===== config.mk =====
export PLATFORM = sky130hd
export DESIGN_NAME = pwm_duty_update_scheduler_flat
export DESIGN_NICKNAME = d
export VERILOG_FILES = /design/src/rtl/pwm_duty_update_scheduler_if.sv /design/src/rtl/pwm_duty_update_scheduler.sv /design/src/flat_wrapper.sv
export SDC_FILE = /design/constraint.sdc
export NUM_CORES = 1
export LEC_CHECK = 0
export CORE_UTILIZATION = 57
export DETAILED_ROUTE_END_ITERATION = 8
export PLACE_DENSITY = 0.84
export RECOVER_POWER = 50
export SKIP_LAST_GASP = 1
export SLEW_MARGIN = 0
export SYNTH_ARGS = -nofsm -noshare
export SYNTH_HDL_FRONTEND = slang
export SYNTH_SLANG_ARGS = --single-unit

===== constraint.sdc =====
create_clock -name clk -period 3.8 [get_ports clk]
set_input_delay 0.57 -clock clk [delete_from_list [all_inputs] [get_ports clk]]
set_output_delay 0.57 -clock clk [all_outputs]
set_load 0.02 [all_outputs]

===== src/rtl/pwm_duty_update_scheduler_if.sv =====
// Sample handshake bundle for pwm_duty_update_scheduler.
// Source drives valid/data, scheduler returns ready.
interface pwm_duty_update_scheduler_if #(
  parameter int WIDTH = 13
);
  logic             sample_valid;
  logic [WIDTH-1:0] sample_data;
  logic             sample_ready;

  modport master (
    output sample_valid,
    output sample_data,
    input  sample_ready
  );

  modport slave (
    input  sample_valid,
    input  sample_data,
    output sample_ready
  );
endinterface


===== src/rtl/pwm_duty_update_scheduler.sv =====
// Distance-to-PWM sequencer: averages samples, makes the PWM tick,
// and commits duty_cycle only on PWM period boundaries.
module pwm_duty_update_scheduler #(
  parameter int WIDTH     = 13,
  parameter int MAX_COUNT = 3000,
  parameter int PRESCALE  = 50,
  parameter int AVG_LOG2  = 2
) (
  input  logic                  clk,
  input  logic                  reset,
  pwm_duty_update_scheduler_if.slave s_if,
  input  logic                  freeze,
  output logic                  pwm_enable,
  output logic                  period_start,
  output logic [WIDTH-1:0]      duty_cycle,
  output logic                  update_pending,
  output logic                  overrange
);

  localparam int PS_W  = (PRESCALE > 1) ? $clog2(PRESCALE) : 1;
  localparam int PC_W  = $clog2(MAX_COUNT + 1);
  localparam int ACC_W = WIDTH + AVG_LOG2;
  localparam int CNT_W = AVG_LOG2 + 1;

  localparam logic [PS_W-1:0]  PS_LAST  = PS_W'(PRESCALE - 1);
  localparam logic [PC_W-1:0]  PC_LAST  = PC_W'(MAX_COUNT);
  localparam logic [WIDTH-1:0] MAX_W    = WIDTH'(MAX_COUNT);
  localparam logic [CNT_W-1:0] CNT_LAST = CNT_W'((1 << AVG_LOG2) - 1);

  typedef enum logic {
    ACCUM,
    PENDING
  } state_t;

  state_t           r_state;
  logic [PS_W-1:0]  r_ps;
  logic             r_en;
  logic [PC_W-1:0]  r_pc;
  logic [ACC_W-1:0] r_acc;
  logic [CNT_W-1:0] r_cnt;
  logic             r_bovr;
  logic [WIDTH-1:0] r_avg;
  logic [WIDTH-1:0] r_duty;
  logic             r_ovr;
  logic             r_ready;
  logic             r_pend;

  logic             w_ps;
  logic             w_take;
  logic             w_over;
  logic [WIDTH-1:0] w_s;
  logic [ACC_W-1:0] w_sum;
  logic [ACC_W-1:0] w_shift;
  logic [WIDTH-1:0] w_avg;

  assign w_ps    = r_en && (r_pc == PC_LAST);
  assign w_take  = s_if.sample_valid && r_ready;
  assign w_over  = s_if.sample_data > MAX_W;
  assign w_s     = w_over ? MAX_W : s_if.sample_data;
  assign w_sum   = r_acc + ACC_W'(w_s);
  assign w_shift = w_sum >> AVG_LOG2;
  assign w_avg   = w_shift[WIDTH-1:0];

  assign s_if.sample_ready = r_ready;
  assign pwm_enable        = r_en;
  assign period_start      = w_ps;
  assign duty_cycle        = r_duty;
  assign update_pending    = r_pend;
  assign overrange         = r_ovr;

  // Prescaler: one registered enable tick per PRESCALE clocks
  always_ff @(posedge clk) begin
    if (reset) begin
      r_ps <= '0;
      r_en <= 1'b0;
    end else begin
      r_en <= (r_ps == PS_LAST);
      if (r_ps == PS_LAST)
        r_ps <= '0;
      else
        r_ps <= r_ps + 1'b1;
    end
  end

  // Period counter: 0..MAX_COUNT in enable ticks
  always_ff @(posedge clk) begin
    if (reset) begin
      r_pc <= '0;
    end else if (r_en) begin
      if (r_pc == PC_LAST)
        r_pc <= '0;
      else
        r_pc <= r_pc + 1'b1;
    end
  end

  // Batch/commit FSM: accumulate, then hold avg until a free boundary
  always_ff @(posedge clk) begin
    if (reset) begin
      r_state <= ACCUM;
      r_acc   <= '0;
      r_cnt   <= '0;
      r_bovr  <= 1'b0;
      r_avg   <= '0;
      r_duty  <= '0;
      r_ovr   <= 1'b0;
      r_ready <= 1'b0;
      r_pend  <= 1'b0;
    end else begin
      unique case (r_state)
        ACCUM: begin
          r_ready <= 1'b1;
          if (w_take) begin
            r_acc  <= w_sum;
            r_bovr <= r_bovr | w_over;
            r_cnt  <= r_cnt + 1'b1;
            if (r_cnt == CNT_LAST) begin
              r_state <= PENDING;
              r_avg   <= w_avg;
              r_ready <= 1'b0;
              r_pend  <= 1'b1;
            end
          end
        end
        PENDING: begin
          if (w_ps && !freeze) begin
            r_duty  <= r_avg;
            r_ovr   <= r_bovr;
            r_acc   <= '0;
            r_cnt   <= '0;
            r_bovr  <= 1'b0;
            r_state <= ACCUM;
            r_ready <= 1'b1;
            r_pend  <= 1'b0;
          end
        end
        default: r_state <= ACCUM;
      endcase
    end
  end

endmodule


===== src/flat_wrapper.sv =====
// flat-port wrapper written by rule: the top's interface ports become plain ports
module pwm_duty_update_scheduler_flat 
#(
  parameter int WIDTH     = 13,
  parameter int MAX_COUNT = 3000,
  parameter int PRESCALE  = 50,
  parameter int AVG_LOG2  = 2
)
  (clk, reset, freeze, pwm_enable, period_start, duty_cycle, update_pending, overrange, s_if_sample_valid, s_if_sample_data, s_if_sample_ready);
  pwm_duty_update_scheduler_if #(.WIDTH(WIDTH)) s_if_i ();
  input  logic clk;
  input  logic reset;
  input  logic freeze;
  output logic pwm_enable;
  output logic period_start;
  output logic [WIDTH-1:0] duty_cycle;
  output logic update_pending;
  output logic overrange;
  input wire logic [$bits(s_if_i.sample_valid)-1:0] s_if_sample_valid;
  input wire logic [$bits(s_if_i.sample_data)-1:0] s_if_sample_data;
  output wire logic [$bits(s_if_i.sample_ready)-1:0] s_if_sample_ready;
  assign s_if_i.sample_valid = s_if_sample_valid;
  assign s_if_i.sample_data = s_if_sample_data;
  assign s_if_sample_ready = s_if_i.sample_ready;
  pwm_duty_update_scheduler #(.WIDTH(WIDTH), .MAX_COUNT(MAX_COUNT), .PRESCALE(PRESCALE), .AVG_LOG2(AVG_LOG2)) u_core (.clk(clk), .reset(reset), .s_if(s_if_i), .freeze(freeze), .pwm_enable(pwm_enable), .period_start(period_start), .duty_cycle(duty_cycle), .update_pending(update_pending), .overrange(overrange));
endmodule

==> metrics <==
result of the run=complete, no violations; achievable clock frequency=0.3000 GHz; TritonCTS clock tree=yes; setup skew after layout=0.007379 ns; number of buffers inserted by post-CTS setup repair=0; number of hold violations in the final report=0; number of buffers created by CTS=9; Post-synth EDFFs=0; fillers=500; final critical-path share of the clock period=87.73%; portion of total power attributed to sequential cells=45.4%; top area cells in the synthesized netlist=sky130_fd_sc_hd__dfxtp_1, sky130_fd_sc_hd__nand2_1, sky130_fd_sc_hd__a21oi_1; number of standard cells after synthesis=433; maximum ir drop on the vdd rail=251.4 µV; Via-to-Cell Ratio=5.802; top-level port count=35; number of inserted diodes=0; total of cells resized after clock tree synthesis=0; largest area contributor in the synthesized netlist=sky130_fd_sc_hd__dfxtp_1; root buf cell=sky130_fd_sc_hd__clkbuf_8; leakage=1.599 nW; transition time at the pin with the least slew margin=1.184 ns; HPWL after detailed placement=5622 µm; utilization after layout=68.95%; synthesized area=3553 µm²; critical path fanouts, max=4; Worst Setup End Kind=flop; count of warnings emitted by yosys=0; Worst EP required=4.04 ns; max-slew violations=0; initial cell density of the core=59.66%; post-route antenna net violation count=0; share of post-route cells with drive strength above 1=8.369%; WL per Instance=14.71 µm; IO buf count=34; kind of critical path=input pin to flop; async set-reset flop share out of synthesis=0%; startpoint type of the worst setup path=input pin; Num Clock Sinks=68; total negative setup slack=0 ns; # rows=28; sequential element share of the synthesized area=38.31%; Syn Area/Cell=8.206 µm²; switching share of power=26.80%; number of maximum-capacitance constraint violations=0; Tightest Hold Check Type=flop to flop; combinational group share of total power=13.7%; internal power contribution=1.194 mW; Die Span X=80.96 µm; number of antenna violations at the first check in global routing=0; total track usage=26.45%; Overflow after GRT=0; final critical-path required period=3.334 ns; P&R area growth vs syn=15.56%; total number of H-tree levels=3; DR iter-0 viols=166; pin count of the biggest net entering global routing=30; # setup viols final=0; proportion of netlist area held by the largest area contributor=38.31%; DR pass1 iterations=5; Floorplan Core Area=5956 µm²; Die Y-Extent=80.96 µm; Most used DFF post-synth=sky130_fd_sc_hd__dfxtp_1; Slew headroom=21.05%; clk buf depth=2; Clock Power Share=41.0%; nets in the synthesized netlist=470; data arrival time of the worst path=3.57 ns; final RePlAce weighted congestion=0.8915; Total Wirelength=7957 µm; total DRC errors in the routed layout=0; full die area=6554 µm²; cts-stage hold buffer count=0; setup repair after global routing missed its margin=false; later-pin clock latency in the skew report=0.35 ns; post-synth cell types=57; number of nets in the layout=498; post-synthesis sequential element count=68; via count of the routed design=3139; Switch Pwr=437.2 µW; via count of the first global-routing pass=2934; total power divided by cell area=397.2 nW/µm²; Worst-path clk slew=0.08 ns; first-pass GRT wire length=13190 µm
==> worst max-delay path: stages <==
cell	delay (ns)
sky130_fd_sc_hd__clkdlybuf4s50_1	0.46
sky130_fd_sc_hd__inv_1	0.05
sky130_fd_sc_hd__nand3_1	0.08
sky130_fd_sc_hd__a41oi_1	0.12
sky130_fd_sc_hd__o21ai_1	0.29
sky130_fd_sc_hd__nor2_1	0.08
sky130_fd_sc_hd__ha_1	0.23
sky130_fd_sc_hd__fa_1	0.42
sky130_fd_sc_hd__a21oi_1	0.27
sky130_fd_sc_hd__o211a_1	0.23
sky130_fd_sc_hd__nor2_2	0.07
sky130_fd_sc_hd__a21boi_0	0.36
sky130_fd_sc_hd__mux2i_1	0.25
sky130_fd_sc_hd__nand2_1	0.08
==> placed cells by master (no fill, tap or decap), drive strengths merged, types with 6 or more instances in the layout <==
master         count
dfxtp             68
nand2             66
a21oi             49
clkdlybuf4s50     16
nor3               6
nor2              43
clkbuf            10
dlygate4sd3       18
nand3             24
ha                19
nand4             10
inv               16
xor2              12
xnor2             12
o21ai             12
or2                7
and3               7
==> power by group through the flow <==
stage	clock network, mW	registers (mW)	logic [mW]
after floorplan	0	0.753	0.167
after global placement	0	0.755	0.215
after detailed placement	0	0.756	0.221
after CTS	0.674	0.739	0.223
after global routing	0.709	0.741	0.247
final	0.668	0.740	0.223
==> logic make-up after synthesis <==
logic type,share of synthesized area [%]
compound gates,15.60
flops,38.31
buf+inv,5.281
other cells,0.1055
mux,0.8451
simple gates,26.69
xor+xnor,5.915
fa+ha+maj,7.254
==> final cells by class <==
class                      instances  area [µm²]  share of cell area (%)
timing repair buffer              39       374.1                   9.110
clock buffer                       9       123.9                   3.016
tap                               75       93.84                   2.285
inverter                          15       56.30                   1.371
multi-input combinational        328        1998                   48.66
sequential                        68        1361                   33.15
clock inverter                     7       98.84                   2.407
==> final timing paths <==
| kind | from | end | slack [ns] | cells past startpoint |
|---|---|---|---|---|
| max reg2reg | u_core.r_pc[0] | u_core.r_acc[6] | 1.31 | 8 |
| min | u_core.duty_cycle[3] | u_core.duty_cycle[3] | 0.45 | 2 |
| max | s_if_sample_data[2] | u_core.r_avg[8] | 0.47 | 14 |
| min reg2reg | u_core.duty_cycle[3] | u_core.duty_cycle[3] | 0.45 | 2 |
==> synth_stat cells, drive strengths merged (10+ instances only) <==
library cell  instances
nand2                66
ha                   19
xor2                 12
nor2                 43
clkbuf               12
dfxtp                68
nand3                24
a21oi                49
nand4                10
inv                  15
o21ai                12
buf                  10
xnor2                12
==> sequential cells by signal (all words and copies together), names as in the netlist, 3 cells and up <==
name and flops:
u_core.r_pc 12, u_core.r_avg 13, u_core.r_acc 15, u_core.r_ps 6, u_core.r_cnt 3, u_core.duty_cycle 13
==> metrics by stage <==
stage	cells	worst slack, ns	hold WS [ns]	total power [mW]	cell area (µm²)
after floorplan	433	0.8543	0.4295	0.9199	3553
after global placement	525	0.2826	0.4390	0.9700	3894
after detailed placement	525	0.1690	0.4461	0.9770	3894
after CTS	541	0.4898	0.4559	1.637	4116
after global routing	541	0.1996	0.4659	1.697	4106
final	541	0.4664	0.4501	1.631	4106
==> metal layers <==
metal  vias to the layer above  global-route usage [%]  part of all wire, %
met4                         0                   12.50                  2.5
met3                        18                   5.281                  4.7
li1                       1553                       -                    -
met5                         -                       0                    0
met2                       101                   45.71                   49
met1                      1467                   31.27                   44
Note: power is estimated with default switching activity, not from simulation.
